File: src/rtl/i2c_pkg.sv
// ---------------------------------------------------------------------------
// i2c_pkg
// Shared definitions for the I2C responder and the benches that drive it.
//   i2c_resp_state_t     : responder protocol state
//   I2C_ACK / I2C_NACK   : SDA level of the 9th (acknowledge) bit
//   I2C_RW_WRITE/READ    : R/W bit of the device-address byte
//   I2C_DEFAULT_DEV_ADDR : default 7-bit device address (HDMI config target)
// ---------------------------------------------------------------------------
package i2c_pkg;

    localparam logic I2C_ACK      = 1'b0;
    localparam logic I2C_NACK     = 1'b1;
    localparam logic I2C_RW_WRITE = 1'b0;
    localparam logic I2C_RW_READ  = 1'b1;

    localparam logic [6:0] I2C_DEFAULT_DEV_ADDR = 7'h39;

    typedef enum logic [3:0] {
        ST_IDLE,
        ST_DEV,
        ST_DEV_ACK,
        ST_PTR,
        ST_PTR_ACK,
        ST_WDATA,
        ST_WDATA_ACK,
        ST_RDATA,
        ST_RACK,
        ST_SKIP
    } i2c_resp_state_t;

endpackage

File: src/rtl/i2c_bus_sync.sv
// ---------------------------------------------------------------------------
// i2c_bus_sync
// Brings the asynchronous SCL/SDA bus levels into the clk domain and decodes
// bus events from the synchronized values.
//   clk, rst   : system clock, synchronous active-low reset
//   scl_in     : raw SCL level
//   sda_in     : raw SDA level
//   sda        : synchronized SDA level
//   scl_rise   : one-clk pulse on an SCL rising edge
//   scl_fall   : one-clk pulse on an SCL falling edge
//   start_det  : one-clk pulse, SDA fell while SCL high
//   stop_det   : one-clk pulse, SDA rose while SCL high
// Parameter SYNC_STAGES (>= 2) sets the synchronizer depth.
// ---------------------------------------------------------------------------
module i2c_bus_sync #(
    parameter int SYNC_STAGES = 2
) (
    input  logic clk,
    input  logic rst,
    input  logic scl_in,
    input  logic sda_in,
    output logic sda,
    output logic scl_rise,
    output logic scl_fall,
    output logic start_det,
    output logic stop_det
);

    logic [SYNC_STAGES-1:0] scl_sync_reg;
    logic [SYNC_STAGES-1:0] sda_sync_reg;
    logic                   scl_hist_reg;
    logic                   sda_hist_reg;
    logic                   scl_s;
    logic                   sda_s;

    // Reset to the idle-bus level so leaving reset never fakes an edge
    // on a quiet bus.
    always_ff @(posedge clk) begin
        if (!rst) begin
            scl_sync_reg <= '1;
            sda_sync_reg <= '1;
            scl_hist_reg <= 1'b1;
            sda_hist_reg <= 1'b1;
        end else begin
            scl_sync_reg <= {scl_sync_reg[SYNC_STAGES-2:0], scl_in};
            sda_sync_reg <= {sda_sync_reg[SYNC_STAGES-2:0], sda_in};
            scl_hist_reg <= scl_s;
            sda_hist_reg <= sda_s;
        end
    end

    assign scl_s = scl_sync_reg[SYNC_STAGES-1];
    assign sda_s = sda_sync_reg[SYNC_STAGES-1];

    assign sda       = sda_s;
    assign scl_rise  = scl_s & ~scl_hist_reg;
    assign scl_fall  = ~scl_s & scl_hist_reg;
    // SCL must be high both before and after the SDA edge.
    assign start_det = scl_s & scl_hist_reg & sda_hist_reg & ~sda_s;
    assign stop_det  = scl_s & scl_hist_reg & ~sda_hist_reg & sda_s;

endmodule

File: src/rtl/i2c_responder.sv
// ---------------------------------------------------------------------------
// i2c_responder
// I2C target: device address, register pointer, then data bytes. Writes are
// presented as a one-clk wr_en strobe; reads (optional) as a one-clk rd_req
// with rd_data expected the clk after the request. The pointer
// auto-increments (mod 256) after every data byte.
//   clk, rst          : system clock (>= 16x SCL), synchronous active-low reset
//   scl_in, sda_in    : bus levels
//   sda_oe            : 1 = pull SDA low
//   wr_en/addr/data   : register write strobe
//   rd_req/addr       : register read request
//   rd_data           : read value
//   busy              : transaction in progress (START seen, no STOP yet)
// Build option: define I2C_RESP_READ_EN to support read transactions;
// otherwise a read address is NACKed and the read path is not built.
// ---------------------------------------------------------------------------
module i2c_responder
    import i2c_pkg::*;
#(
    parameter logic [6:0] DEV_ADDR    = I2C_DEFAULT_DEV_ADDR,
    parameter int          SYNC_STAGES = 2
) (
    input  logic       clk,
    input  logic       rst,
    input  logic       scl_in,
    input  logic       sda_in,
    output logic       sda_oe,
    output logic       wr_en,
    output logic [7:0] wr_addr,
    output logic [7:0] wr_data,
    output logic       rd_req,
    output logic [7:0] rd_addr,
    input  logic [7:0] rd_data,
    output logic       busy
);

    logic sda_s;
    logic scl_rise;
    logic scl_fall;
    logic start_det;
    logic stop_det;

    i2c_bus_sync #(
        .SYNC_STAGES(SYNC_STAGES)
    ) u_bus_sync (
        .clk       (clk),
        .rst       (rst),
        .scl_in    (scl_in),
        .sda_in    (sda_in),
        .sda       (sda_s),
        .scl_rise  (scl_rise),
        .scl_fall  (scl_fall),
        .start_det (start_det),
        .stop_det  (stop_det)
    );

    i2c_resp_state_t state_reg;
    logic [3:0]      bit_cnt_reg;
    logic [7:0]      shift_reg;
    logic [7:0]      ptr_reg;
    logic            sda_oe_reg;
    logic            wr_en_reg;
    logic [7:0]      wr_addr_reg;
    logic [7:0]      wr_data_reg;
`ifdef I2C_RESP_READ_EN
    logic            rw_reg;
    logic            rd_req_reg;
    logic [7:0]      rd_addr_reg;
`endif

    logic addr_match;
    assign addr_match = (shift_reg[7:1] == DEV_ADDR);

    // Bit counter convention: counts received/sent bits on scl_rise; the
    // value 8 means the byte is complete and the next scl_fall starts the
    // acknowledge slot. In RACK the value 9 marks "master ACKed".
    always_ff @(posedge clk) begin
        if (!rst) begin
            state_reg   <= ST_IDLE;
            bit_cnt_reg <= 4'd0;
            shift_reg   <= 8'h00;
            ptr_reg     <= 8'h00;
            sda_oe_reg  <= 1'b0;
            wr_en_reg   <= 1'b0;
            wr_addr_reg <= 8'h00;
            wr_data_reg <= 8'h00;
`ifdef I2C_RESP_READ_EN
            rw_reg      <= I2C_RW_WRITE;
            rd_req_reg  <= 1'b0;
            rd_addr_reg <= 8'h00;
`endif
        end else begin
            wr_en_reg <= 1'b0;
`ifdef I2C_RESP_READ_EN
            rd_req_reg <= 1'b0;
`endif
            if (stop_det) begin
                state_reg   <= ST_IDLE;
                bit_cnt_reg <= 4'd0;
                sda_oe_reg  <= 1'b0;
            end else if (start_det) begin
                // Also covers repeated START: partial byte dropped, pointer kept.
                state_reg   <= ST_DEV;
                bit_cnt_reg <= 4'd0;
                sda_oe_reg  <= 1'b0;
            end else begin
                case (state_reg)
                    ST_DEV: begin
                        if (scl_rise && bit_cnt_reg < 4'd8) begin
                            shift_reg   <= {shift_reg[6:0], sda_s};
                            bit_cnt_reg <= bit_cnt_reg + 4'd1;
                        end else if (scl_fall && bit_cnt_reg == 4'd8) begin
                            if (addr_match && shift_reg[0] == I2C_RW_WRITE) begin
`ifdef I2C_RESP_READ_EN
                                rw_reg     <= I2C_RW_WRITE;
`endif
                                state_reg  <= ST_DEV_ACK;
                                sda_oe_reg <= 1'b1;
`ifdef I2C_RESP_READ_EN
                            end else if (addr_match) begin
                                rw_reg     <= I2C_RW_READ;
                                state_reg  <= ST_DEV_ACK;
                                sda_oe_reg <= 1'b1;
`endif
                            end else begin
                                state_reg <= ST_SKIP;
                            end
                        end
                    end

                    ST_DEV_ACK: begin
                        if (scl_fall) begin
                            sda_oe_reg  <= 1'b0;
                            bit_cnt_reg <= 4'd0;
`ifdef I2C_RESP_READ_EN
                            if (rw_reg == I2C_RW_READ) begin
                                state_reg   <= ST_RDATA;
                                rd_req_reg  <= 1'b1;
                                rd_addr_reg <= ptr_reg;
                            end else begin
                                state_reg <= ST_PTR;
                            end
`else
                            state_reg <= ST_PTR;
`endif
                        end
                    end

                    ST_PTR: begin
                        if (scl_rise && bit_cnt_reg < 4'd8) begin
                            shift_reg   <= {shift_reg[6:0], sda_s};
                            bit_cnt_reg <= bit_cnt_reg + 4'd1;
                        end else if (scl_fall && bit_cnt_reg == 4'd8) begin
                            ptr_reg    <= shift_reg;
                            sda_oe_reg <= 1'b1;
                            state_reg  <= ST_PTR_ACK;
                        end
                    end

                    ST_WDATA: begin
                        if (scl_rise && bit_cnt_reg < 4'd8) begin
                            shift_reg   <= {shift_reg[6:0], sda_s};
                            bit_cnt_reg <= bit_cnt_reg + 4'd1;
                        end else if (scl_fall && bit_cnt_reg == 4'd8) begin
                            wr_en_reg   <= 1'b1;
                            wr_addr_reg <= ptr_reg;
                            wr_data_reg <= shift_reg;
                            ptr_reg     <= ptr_reg + 8'd1;
                            sda_oe_reg  <= 1'b1;
                            state_reg   <= ST_WDATA_ACK;
                        end
                    end

                    ST_PTR_ACK, ST_WDATA_ACK: begin
                        if (scl_fall) begin
                            sda_oe_reg  <= 1'b0;
                            bit_cnt_reg <= 4'd0;
                            state_reg   <= ST_WDATA;
                        end
                    end

`ifdef I2C_RESP_READ_EN
                    ST_RDATA: begin
                        if (rd_req_reg) begin
                            // Read value arrives the clk after the request;
                            // SCL is still low, so the MSB goes out now.
                            shift_reg   <= rd_data;
                            sda_oe_reg  <= ~rd_data[7];
                            bit_cnt_reg <= 4'd0;
                        end else if (scl_rise && bit_cnt_reg < 4'd8) begin
                            bit_cnt_reg <= bit_cnt_reg + 4'd1;
                        end else if (scl_fall) begin
                            if (bit_cnt_reg == 4'd8) begin
                                sda_oe_reg <= 1'b0;
                                state_reg  <= ST_RACK;
                            end else begin
                                shift_reg  <= {shift_reg[6:0], 1'b0};
                                sda_oe_reg <= ~shift_reg[6];
                            end
                        end
                    end

                    ST_RACK: begin
                        if (scl_rise && bit_cnt_reg == 4'd8) begin
                            if (sda_s == I2C_NACK) begin
                                state_reg <= ST_SKIP;
                            end else begin
                                ptr_reg     <= ptr_reg + 8'd1;
                                bit_cnt_reg <= 4'd9;
                            end
                        end else if (scl_fall && bit_cnt_reg == 4'd9) begin
                            // Next byte is requested once SCL is low so SDA
                            // never moves while SCL is high.
                            state_reg   <= ST_RDATA;
                            rd_req_reg  <= 1'b1;
                            rd_addr_reg <= ptr_reg;
                            bit_cnt_reg <= 4'd0;
                        end
                    end
`endif

                    ST_SKIP: begin
                        sda_oe_reg <= 1'b0;
                    end

                    ST_IDLE: begin
                        sda_oe_reg <= 1'b0;
                    end

                    default: begin
                        state_reg  <= ST_IDLE;
                        sda_oe_reg <= 1'b0;
                    end
                endcase
            end
        end
    end

    assign sda_oe  = sda_oe_reg;
    assign wr_en   = wr_en_reg;
    assign wr_addr = wr_addr_reg;
    assign wr_data = wr_data_reg;
    assign busy    = (state_reg != ST_IDLE);

`ifdef I2C_RESP_READ_EN
    assign rd_req  = rd_req_reg;
    assign rd_addr = rd_addr_reg;
`else
    logic unused_rd_data;
    assign unused_rd_data = ^rd_data;
    assign rd_req  = 1'b0;
    assign rd_addr = 8'h00;
`endif

endmodule

File: config.mk
export PLATFORM = sky130hd
export DESIGN_NAME = i2c_responder
export DESIGN_NICKNAME = d
export VERILOG_FILES = /design/src/rtl/i2c_pkg.sv /design/src/rtl/i2c_bus_sync.sv /design/src/rtl/i2c_responder.sv
export SDC_FILE = /design/constraint.sdc
export NUM_CORES = 1
export LEC_CHECK = 0
export CAP_MARGIN = 20
export CORE_MARGIN = 2
export CORE_UTILIZATION = 45
export DETAILED_ROUTE_END_ITERATION = 10
export PLACE_DENSITY = 0.69
export SLEW_MARGIN = 20
export SYNTH_ARGS = -nofsm -noshare
export SYNTH_HDL_FRONTEND = slang
export SYNTH_SLANG_ARGS = --single-unit
File: constraint.sdc
create_clock -name clk -period 2.2 [get_ports clk]
set_input_delay 0.44 -clock clk [delete_from_list [all_inputs] [get_ports clk]]
set_output_delay 0.44 -clock clk [all_outputs]
set_load 0.01 [all_outputs]
After elaboration in Yosys (flattened, before gate mapping) --
Cells that the tools add are included.
Word-level totals: input bits 12, flip-flop bits (word level) 48, memory bits (writable) 0, output and inout bits 28, latch bits 0, word-level logic and storage cells 114, memories kept 0, memory bits (read-only) 0
Cells by class: shifts and indexed selects 0, bitwise logic cells 18, reductions and logical operators 22, $add $sub $neg 2, eq/ne operators 31, div/mod/pow operators 0, multiply operators 0, $lt $le $gt $ge 1, multiplexer cells 27
Operators by type and width (number):
- 4-bit 2-to-1 mux | 11
- 8-bit 2-to-1 mux | 4
- 3-bit inequality test, second input constant | 8
- 4-bit one-hot mux with 6 select lines | 1
- 2-bit inequality test, second input constant | 10
- 9-bit AND reduction | 2
- 8-bit one-hot mux with 2 select lines | 1
- 4-bit by 3-bit == test with 1-bit output, second input constant | 3
- 1-bit inverter | 11
- 3-bit OR reduction | 3
- 8-bit by 1-bit adder with 8-bit output, second input constant | 1
- 4-bit by 2-bit == test with 1-bit output, second input constant | 2
- 4-bit == test, second input constant | 2
- 1-bit 2-to-1 mux | 8
- 2-bit by 1-bit inequality test with 1-bit output, second input constant | 4
- 4-bit one-hot mux with 2 select lines | 1
- 2-bit OR reduction | 4
- 1-bit AND | 7
- 7-bit by 6-bit == test with 1-bit output, second input constant | 1
- 7-bit AND reduction | 1
- 6-bit AND reduction | 1
- 5-bit AND reduction | 1
- 5-bit OR reduction | 1
- 4-bit by 1-bit adder with 4-bit output, second input constant | 1
- 9 further kinds | 12

Longest topological paths before layout --
depth after elaboration 7, depth in mapped cells 8, mapped depth without buffers 7

Cells and area by module --
Synthesis repeated with hierarchy kept, for this count alone.
Unflattened totals: cell total of the unflattened synthesis 268, area total of the unflattened synthesis 2235.9 um2
Modules (own cells, without submodules):
- i2c_responder | cells an instance 252, seq. area each 840.8 um2, area each 2045.7 um2, instances 1
- i2c_bus_sync | cells an instance 16, seq. area each 120.1 um2, area each 190.2 um2, instances 1

Worst setup path before layout --
No wires, ideal clock.
path type register to register, from register bit_cnt_reg[0], to register state_reg[3], required time 2068 ps, clock period less this slack 1620 ps, setup slack 580 ps, buffers on the path 0, arrival 1488 ps, setup time 132 ps, cell stages (with the launch flop) 8, cell sequence dfxtp_1 -> inv_1 -> ha_1 -> nand3b_1 -> nor3_1 -> nor4_4 -> a2bb2oi_1 -> nor2_1
Between the ends: cells in the longest elaborated chain, start to end 4, elaborated cells between the ends (all ways) 11, those cells by class 1 x order compare; 7 x eq/ne; 3 x reduce/logical
Ends and longest elaborated chain:
- start, declared | line i2c_responder.sv:58 | logic [3:0] bit_cnt_reg;
- start signal, assigned | line i2c_responder.sv:111 | bit_cnt_reg <= bit_cnt_reg + 4'd1;
- start signal, assigned | line i2c_responder.sv:152 | bit_cnt_reg <= bit_cnt_reg + 4'd1;
- start signal, assigned | line i2c_responder.sv:163 | bit_cnt_reg <= bit_cnt_reg + 4'd1;
- 4-bit less-than comparator / 4-bit == test (equally long branches)
- 1-bit logical AND (on tied branches)
- 2-bit inequality test (no line)
- 9-bit AND reduction (no line) (*)
- end signal, assigned | line i2c_responder.sv:117 | state_reg <= ST_DEV_ACK;
- end signal, assigned | line i2c_responder.sv:156 | state_reg <= ST_PTR_ACK;
- end signal, assigned | line i2c_responder.sv:170 | state_reg <= ST_WDATA_ACK;
- end, declared | line i2c_responder.sv:57 | i2c_resp_state_t state_reg;
Every way passes the cells marked *; elsewhere a longest branch is shown, timed or not. A chain may end at the register's enable or synchronous reset.

Final worst setup path --
from register state_reg[0], to output busy
Between the ends: cells in the longest elaborated chain, start to end 1
Ends and longest elaborated chain:
- start signal, assigned | line i2c_responder.sv:79 | state_reg <= ST_IDLE;
- start signal, assigned | line i2c_responder.sv:98 | state_reg <= ST_IDLE;
- start signal, assigned | line i2c_responder.sv:103 | state_reg <= ST_DEV;
- 4-bit nonzero test | line i2c_responder.sv:243 | assign busy = (state_reg != ST_IDLE);
- end, declared | line i2c_responder.sv:34 | output logic busy
Every way passes these cells.

==> key figures <==
Global routing
  – Largest net degree at the start of global routing: 39
  – Gr ovfl total: 0
  – Antenna violations before repair: 0
  – Global-route usage over all layers: 0.154
  – Global-route wire length before repair: around 7.3 mm
  – Number of global-route vias before repair: 1559

Power and ir drop
  – Power Total: 1.48 mW
  – Logic pwr share: 0.039
  – PwrDens: about 560 nW/um2
  – Leak pwr: between 0.9 and 1 nW
  – Pint: around 1.2 mW
  – Net Sw Frac: 0.221
  – Maximum VDD drop: around 450 uV
  – Register share of total power: 0.594
  – Clk pwr share: 0.367
  – Net Sw Power: 328 uW

STA
  – Worst rel slew slack: 0.580
  – FMAX: around 470 MHz
  – Unrepaired setup endpoints after global routing: false
  – Min Clock Period, post-route: 2.12 ns
  – Final worst-path cycle share: 0.961
  – Final slew viol count: 0
  – Hold Fails Final Rpt: 0
  – Setup TNS: 0 ns
  – Final Setup Violations: 0
  – Setup Skew: approximately 0.0055 ns
  – Final hold slack: between 0.4 and 0.5 ns
  – Actual slew at the worst max-slew pin: ~0.63 ns

Clock tree
  – Root buf cell: clkbuf_8
  – Bufs on Longest Clock Path: 2
  – Clock transition at the registers of the reported paths: about 0.090 ns
  – Post-CTS Setup Inserts: 0
  – H-Tree Level Count: 2
  – Clock net sink count: 48
  – Hold Buf Count CTS: 0
  – Clk_lat worst skew: about 0.30 ns
  – CTS tree: done
  – Number of buffers created by CTS: 5
  – Cts repair resizes: 0

Detailed routing
  – DRT antenna net count: 0
  – Drt pass-1 iters: 4
  – Drt total wl: about 4.2 mm
  – DRC Markers: 0
  – WL/cell: approximately 12 um
  – Via count: about 1800
  – Avg Vias per Cell: around 5.1
  – DRT iter0 DRCs: 92

Synth
  – Post-synth EDFFs: 0
  – Syn avg cell area: roughly 9.2 um2
  – Top area cells in the synthesized netlist: dfxtp_1 (40%), mux2i_1 (7.6%), nor2b_1 (5.5%)
  – Cells after Synth: about 260
  – Ys flop type: dfxtp_1
  – Synth top cells by count: dfxtp_1 (48), nand2_1 (28), nor2b_1 (21)
  – Syn. warnings: 0
  – Synth Cell Area: 2370 um2
  – Top-count cell post-synth: dfxtp_1
  – Seq/Total Area, Yosys: 0.405
  – Number of synthesized register bits: between 40 and 50
  – Post-synth ARST share: 0
  – Top-area cell type share of the netlist area: 0.405
  – Yosys cell types: 51
  – Yosys top cell by area: dfxtp_1

Final layout
  – Filler cells: just under 500
  – Nets: 290
  – Diode count: 0
  – Final core occ: 0.523
  – Final cell count without fillers: 346
  – Share of post-route cells with drive strength above 1: 0.0870
  – Syn-to-layout area delta: 12.5%

Die
  – Row Count: 26
  – Die area: 5870 um2
  – Io pins: 40
  – Die Y: 76.6 um
  – Die Wd: 76.6 um
  – Starting Density: 0.465
  – Core area: approximately 5100 um2

Place
  – GPL Wtd Cong: 0.764
  – DP HPWL: around 2.8 mm
  – Count of buffers from port buffering: 22
  – Placed Cells: roughly 340

Job
  – Max cap viols: 0

Status
  – Status: completed

Worst hold path
  – Tightest Hold Check Type: flop to flop

Setup path
  – CP arrival: ~1.7 ns
  – Crit path max fanout: 11
  – Critical Path, Cell by Cell: nor2_1 > nand2_1 > clkdlybuf4s50_1
  – CP required: between 1.5 and 2 ns
  – Worst setup EP type: output port
  – Slowest-stage cell, CP: dfxtp_1
  – CP startpoint kind: flop
  – Critical setup path kind: flop to output port
  – Largest stage delay, worst path: ~0.66 ns
-- power by group through the flow --
stage / Combinational, mW / Sequential, mW / Clock, mW
finish: 0.0584 / 0.880 / 0.544
global route: 0.0647 / 0.882 / 0.600
CTS: 0.0585 / 0.880 / 0.564
detailed placement: 0.0581 / 0.901 / 0
global placement: 0.0577 / 0.901 / 0
floorplan: 0.0608 / 0.897 / 0
-- worst max-delay path, delay by kind of cell, from the launching register on --
family / cells / cell delay [ns]
buffers and inverters: 1 / 0.52
AND/OR/NAND/NOR: 2 / 0.19
flip-flops: 1 / 0.66
-- per-layer routing --
layer  global-route usage  routed length [um]  vias up
li1                     -                   -      901
met1                0.215                2140      816
met2                0.233                1820       41
met3               0.0355                 154        6
met4               0.0545                  71        0
met5                    0                   0        -
-- metrics by stage --
step | area [um2] | worst slack [ns]
after global routing | 2670 | 0.0360
after global placement | 2580 | 0.322
after CTS | 2670 | 0.0778
final | 2670 | 0.0848
after detailed placement | 2580 | 0.280
after floorplan | 2400 | 0.580
-- path summary, 6_finish.rpt --
path / startpoint / end / slack, ns / depth (start not counted)
hold reg to reg: u_bus_sync.scl_sync_reg[0] / u_bus_sync.scl_sync_reg[1] / 0.41 / 1
setup / recovery: state_reg[0] / busy / 0.08 / 3
hold / removal: u_bus_sync.scl_sync_reg[0] / u_bus_sync.scl_sync_reg[1] / 0.41 / 1
setup reg to reg: bit_cnt_reg[0] / state_reg[3] / 0.29 / 7
-- kinds of logic (layout without fill, tap and decap cells) --
logic type / count (synthesis) / in the layout / synth area share
AO/OA/AOI/OAI: 50 / 50 / 0.140
flip-flops: 48 / 48 / 0.405
XOR/XNOR: 2 / 2 / 0.00738
multiplexers: 18 / 18 / 0.0759
adder cells (fa/ha/maj): 3 / 3 / 0.0158
AND/OR/NAND/NOR: 107 / 107 / 0.273
other: 1 / 9 / 0.00158
buffers and inverters: 28 / 39 / 0.0822
-- cell type report --
class                           count  area (um2)  area share
Inverter                            4        17.5     0.00656
Timing Repair Buffer               27         258      0.0965
Multi-Input combinational cell    189        1250       0.469
Tap cell                           70        87.6      0.0328
Sequential cell                    48         961       0.360
Clock inverter                      1        7.51     0.00281
Clock buffer                        7        86.3      0.0323
-- placed cells by master (no fill, tap or decap), drive strengths merged, types with 2 or more instances in the layout --
cell	Yosys	routed
nand4	2	2
nand4bb	2	2
clkbuf	4	7
nor2b	21	21
clkdlybuf4s50	0	22
a211oi	2	2
a2bb2oi	2	2
xnor2	2	2
o21ai	16	16
a21oi	5	5
nor4	4	4
a22oi	7	7
nor3	3	3
nand2	29	29
dfxtp	48	48
ha	3	3
and2b	2	2
and3	5	5
nand2b	12	12
a21boi	9	9
nor2	18	18
buf	20	5
a22o	2	2
mux2i	18	18
conb	1	9
and2	2	2
nand3b	2	2
inv	4	4
Note: power is estimated with default switching activity, not from simulation.
